**src/rtl/lvds_adc_tx.sv**
```systemverilog
// rtl/lvds_adc_tx.sv - two-lane serial ADC transmitter (frame lane plus data lanes A/B)
// Optional feature macro: ADC_TX_RAMP_EN enables the ramp generator for test_mode 2.
module lvds_adc_tx (
    input  logic        clk_i,
    input  logic        reset_i,
    input  logic [15:0] s_data_i,
    input  logic        s_valid_i,
    output logic        s_ready_o,
    input  logic [1:0]  test_mode_i,
    input  logic        slip_i,
    input  logic        underrun_clr_i,
    output logic        out_a_o,
    output logic        out_b_o,
    output logic        fr_out_o,
    output logic        frame_start_o,
    output logic        underrun_o
);
    localparam logic [7:0]  FR_PATTERN = 8'h0F;
    localparam logic [15:0] TEST_WORD  = 16'hA55A;

    logic [2:0]  bcnt_q;
    logic [15:0] shift_q;
    logic [15:0] hold_q, hold_d;
    logic        phase_q, phase_d;
    logic        slip_pending_q;
    logic        out_a_q, out_b_q, fr_q, fs_q, underrun_q;
    logic [15:0] word_d;
    logic        under_set;
    logic        boundary, load;
`ifdef ADC_TX_RAMP_EN
    logic [15:0] ramp_q, ramp_d;
`endif

    assign boundary  = (bcnt_q == 3'd7);
    assign load      = boundary && !slip_pending_q;
    assign s_ready_o = load && !reset_i;

    always_comb begin
        word_d    = TEST_WORD;
        hold_d    = hold_q;
        phase_d   = phase_q;
        under_set = 1'b0;
`ifdef ADC_TX_RAMP_EN
        ramp_d    = ramp_q;
`endif
        if (load) begin
            case (test_mode_i)
                2'd0: begin
                    if (s_valid_i) begin
                        word_d = s_data_i;
                        hold_d = s_data_i;
                    end else begin
                        word_d    = hold_q;
                        under_set = 1'b1;
                    end
                end
                2'd1: word_d = TEST_WORD;
                2'd2: begin
`ifdef ADC_TX_RAMP_EN
                    word_d = ramp_q;
                    ramp_d = ramp_q + 16'd1;
`else
                    word_d = TEST_WORD;
`endif
                end
                default: begin
                    word_d  = phase_q ? 16'h5555 : 16'hAAAA;
                    phase_d = ~phase_q;
                end
            endcase
        end
    end

    always_ff @(posedge clk_i) begin
        if (reset_i) begin
            bcnt_q         <= 3'd7;
            shift_q        <= 16'd0;
            hold_q         <= 16'd0;
            phase_q        <= 1'b0;
            slip_pending_q <= 1'b0;
            out_a_q        <= 1'b0;
            out_b_q        <= 1'b0;
            fr_q           <= 1'b0;
            fs_q           <= 1'b0;
            underrun_q     <= 1'b0;
`ifdef ADC_TX_RAMP_EN
            ramp_q         <= 16'd0;
`endif
        end else begin
            hold_q         <= hold_d;
            phase_q        <= phase_d;
`ifdef ADC_TX_RAMP_EN
            ramp_q         <= ramp_d;
`endif
            underrun_q     <= under_set | (underrun_q & ~underrun_clr_i);
            // A pending slip is consumed at a boundary; a new pulse there re-arms it.
            slip_pending_q <= (boundary ? 1'b0 : slip_pending_q) | slip_i;
            if (load) begin
                bcnt_q  <= 3'd0;
                out_b_q <= word_d[15];
                out_a_q <= word_d[7];
                fr_q    <= FR_PATTERN[7];
                fs_q    <= 1'b1;
                shift_q <= {word_d[14:8], 1'b0, word_d[6:0], 1'b0};
            end else if (!boundary) begin
                bcnt_q  <= bcnt_q + 3'd1;
                out_b_q <= shift_q[15];
                out_a_q <= shift_q[7];
                fr_q    <= FR_PATTERN[3'd6 - bcnt_q];
                fs_q    <= 1'b0;
                shift_q <= {shift_q[14:8], 1'b0, shift_q[6:0], 1'b0};
            end
        end
    end

    assign out_a_o       = out_a_q;
    assign out_b_o       = out_b_q;
    assign fr_out_o      = fr_q;
    assign frame_start_o = fs_q;
    assign underrun_o    = underrun_q;
endmodule

```
**config.mk**
```make
export PLATFORM = sky130hd
export DESIGN_NAME = lvds_adc_tx
export DESIGN_NICKNAME = d
export VERILOG_FILES = /design/src/rtl/lvds_adc_tx.sv
export SDC_FILE = /design/constraint.sdc
export NUM_CORES = 1
export LEC_CHECK = 0
export ABC_AREA = 1
export CORE_UTILIZATION = 53
export DETAILED_ROUTE_END_ITERATION = 8
export HOLD_SLACK_MARGIN = 0.1
export PLACE_DENSITY = 0.79
export SLEW_MARGIN = 10
export SYNTH_ARGS = -nofsm -noshare
export SYNTH_HDL_FRONTEND = slang
export SYNTH_SLANG_ARGS = --single-unit
```
**constraint.sdc**
```tcl
create_clock -name clk_i -period 2.1 [get_ports clk_i]
set_clock_uncertainty 0.05 [all_clocks]
set_input_delay 0.525 -clock clk_i [delete_from_list [all_inputs] [get_ports clk_i]]
set_output_delay 0.525 -clock clk_i [all_outputs]
set_load 0.02 [all_outputs]
```
==> flow_metrics.env <==
export IMPL_coreArea_um2=3363
export IMPL_synth_seq_area_share_pct=42.90
export IMPL_worst_ep_arrival_time_ns=1.40
export IMPL_ys_top_cells_by_area="dfxtp_1 43%, nand2_1 13%, a21oi_1 9.9%"
export IMPL_ctsHoldBuffers=0
export IMPL_via_per_inst=5.098
export IMPL_crit_path_start_kind="flip-flop"
export IMPL_synth_area_leader_cell="dfxtp_1"
export IMPL_syn_avg_cell_area_um2=7.180
export IMPL_area_delta_synth_final_pct=22.45
export IMPL_gr_total_overflow=0
export IMPL_post_cts_buffers=0
export IMPL_grt_pass1_wl_mm=6.258
export IMPL_synth_area_um2=1867
export IMPL_numCtsBuffers=5
export IMPL_cts_tree="yes"
export IMPL_status="completed"
export IMPL_fillers=318
export IMPL_clk_pin_slew_worst_paths_ns=0.11
export IMPL_yosysWarnings=0
export IMPL_initial_core_util_pct=55.51
export IMPL_syn_inst=260
export IMPL_min_path_type="reg -> reg"
export IMPL_drc=0
export IMPL_max_vdd_ir_drop_v=0.0005012
export IMPL_grt_max_degree=34
export IMPL_antenna_found_initial=0
export IMPL_cp_end_kind="primary output"
export IMPL_insertion_delay_ns=0.35
export IMPL_hold_viol=0
export IMPL_cts_root_buf="clkbuf_4"
export IMPL_drtIter0Drc=94
export IMPL_fin_crit_sh_pct=93.94
export IMPL_placed_area_um2=2242
export IMPL_max_freq_ghz=0.5069
export IMPL_fin_tns_setup_ns=0
export IMPL_h_tree_depth=2
export IMPL_period_needed_ns=1.973
export IMPL_vias=1723
export IMPL_maxSlewHeadroom_pct=75.17
export IMPL_drt_pass1_iter_count=4
export IMPL_post_cts_resized=4
export IMPL_drive_above_1_share_pct=9.247
export IMPL_port_buffers=28
export IMPL_cts_max_path_buffers=2
export IMPL_io_pins=29
export IMPL_ys_ff_latch=40
export IMPL_finalInstanceArea_um2=2286
export IMPL_wire_per_inst_um=11.48
export IMPL_syn_nets=288
export IMPL_die_y_um=61.35
export IMPL_synth_top_cell_area_share_pct=42.90
export IMPL_antenna_cells=0
export IMPL_yosysUniqueCellTypes=21
export IMPL_power_leakage_nw=0.9196
export IMPL_place_gp_congestion=0.8522
export IMPL_cp_required_ns=1.52
export IMPL_die_area_um2=3764
export IMPL_fp_row_count=21
export IMPL_grt_pass1_vias=1490
export IMPL_cp_max_fo=3
export IMPL_fin_nets=320
export IMPL_track_usage_pct=22.77
export IMPL_finalSetupViolCount=0
export IMPL_slew_viol_final=0
export IMPL_drt_wl_total_mm=3.881
export IMPL_ant_nets=0
export IMPL_power_density_nw_per_um2=956.7
export IMPL_hpwl_mm=2.855
export IMPL_worst_slew_pin_slew_ns=0.3716
export IMPL_clkSinkCount=40
export IMPL_max_cap_viol_count=0
export IMPL_fp_dieW_um=61.35
export IMPL_rsz0062_at_grt="no"
export IMPL_path_class="reg -> out"
-- critical path, cell delays in order (launching register included) --
cell     delay (ns)
dfxtp_1        0.37
ha_1           0.16
ha_2           0.20
nand2_4        0.05
nor2_1         0.09
buf_2          0.17
-- stage by stage --
step                utilization (%)  total power, W  worst slack, ns  hold WS (ns)  instances
detailed placement            66.67        0.001841          -0.1697        0.3899        331
global route                  67.97        0.002348         0.007668        0.4355        338
finish                        67.97        0.002187           0.1272        0.4030        338
global placement              66.67        0.001805          -0.1594        0.3840        331
floorplan                         -        0.001557           0.3065        0.3746        260
CTS                           68.15        0.002199         0.005386        0.4061        338
-- cell type report --
type | count | area (um2) | area share (%)
clock buffer | 6 | 41.29 | 1.806
clock inverter | 1 | 5.005 | 0.2189
inverter | 34 | 127.6 | 5.583
multi-input combinational | 172 | 858.3 | 37.55
sequential | 40 | 800.8 | 35.03
tap | 46 | 57.56 | 2.518
timing repair buffer | 39 | 395.4 | 17.30
-- path summary, 6_finish.rpt --
check                   from    endpoint  slack [ns]  cells after the start
setup / recovery   bcnt_q[0]   s_ready_o        0.13                      5
hold / removal    hold_q[10]  hold_q[10]        0.40                      2
setup reg to reg   bcnt_q[0]  shift_q[7]        0.25                      9
hold reg to reg   hold_q[10]  hold_q[10]        0.40                      2
-- power breakdown --
| group | switching (W) | total (W) | internal [W] |
|---|---|---|---|
| clock | 0.000241 | 0.000364 | 0.000123 |
| combinational | 0.000470 | 0.000813 | 0.000343 |
| sequential | 0.0000805 | 0.00101 | 0.000930 |
| total | 0.000791 | 0.00219 | 0.00140 |
-- registers in the layout, summed over array words and instances (netlist names) --
signal	cells
bcnt_q	3
fr_out_o	1
frame_start_o	1
hold_q	16
out_a_o	1
out_b_o	1
phase_q	1
shift_q	14
slip_pending_q	1
underrun_o	1
-- synth_stat cells (all sizes together) --
| library cell | count |
|---|---|
| nand2 | 68 |
| dfxtp | 40 |
| a21oi | 37 |
| o21ai | 37 |
| inv | 34 |
| buf | 12 |
| nor2 | 12 |
| o221ai | 8 |
| ha | 5 |
| clkbuf | 2 |
| a211o | 1 |
| a22oi | 1 |
| nor3 | 1 |
| o211ai | 1 |
| xor2 | 1 |
-- layer usage --
metal	routed length (um)	track usage (%)	up-vias	share of wire (%)
met5	0	0	-	0
met2	1982	40.06	31	51
met1	1749	27.55	774	45
met4	40	7.302	0	1.0
li1	-	-	912	-
met3	108	5.252	6	2.8
-- cells by family (layout without fill, tap and decap cells) --
| group | after synthesis | after routing | synth area share, % |
|---|---|---|---|
| buffers and inverters | 48 | 80 | 11.26 |
| flip-flops | 40 | 40 | 42.90 |
| AND/OR/NAND/NOR | 81 | 81 | 17.16 |
| AO/OA/AOI/OAI | 85 | 85 | 24.87 |
| adder cells (fa/ha/maj) | 5 | 5 | 3.351 |
| XOR/XNOR | 1 | 1 | 0.4693 |
-- cells in the final DEF (no fill, tap or decap), types with 2 or more instances in the layout --
cell,synthesis,final
o21ai_0,12,12
buf_4,6,8
clkbuf_4,0,5
ha_1,5,4
inv_1,30,30
clkdlybuf4s50_1,0,27
o21ai_1,25,25
dfxtp_1,40,40
nor2_2,2,2
nor2_1,10,10
inv_2,4,4
buf_12,0,3
o221ai_1,8,8
a21oi_1,37,37
nand2_1,66,66
No activity file was read; power rests on OpenSTA's default activity.
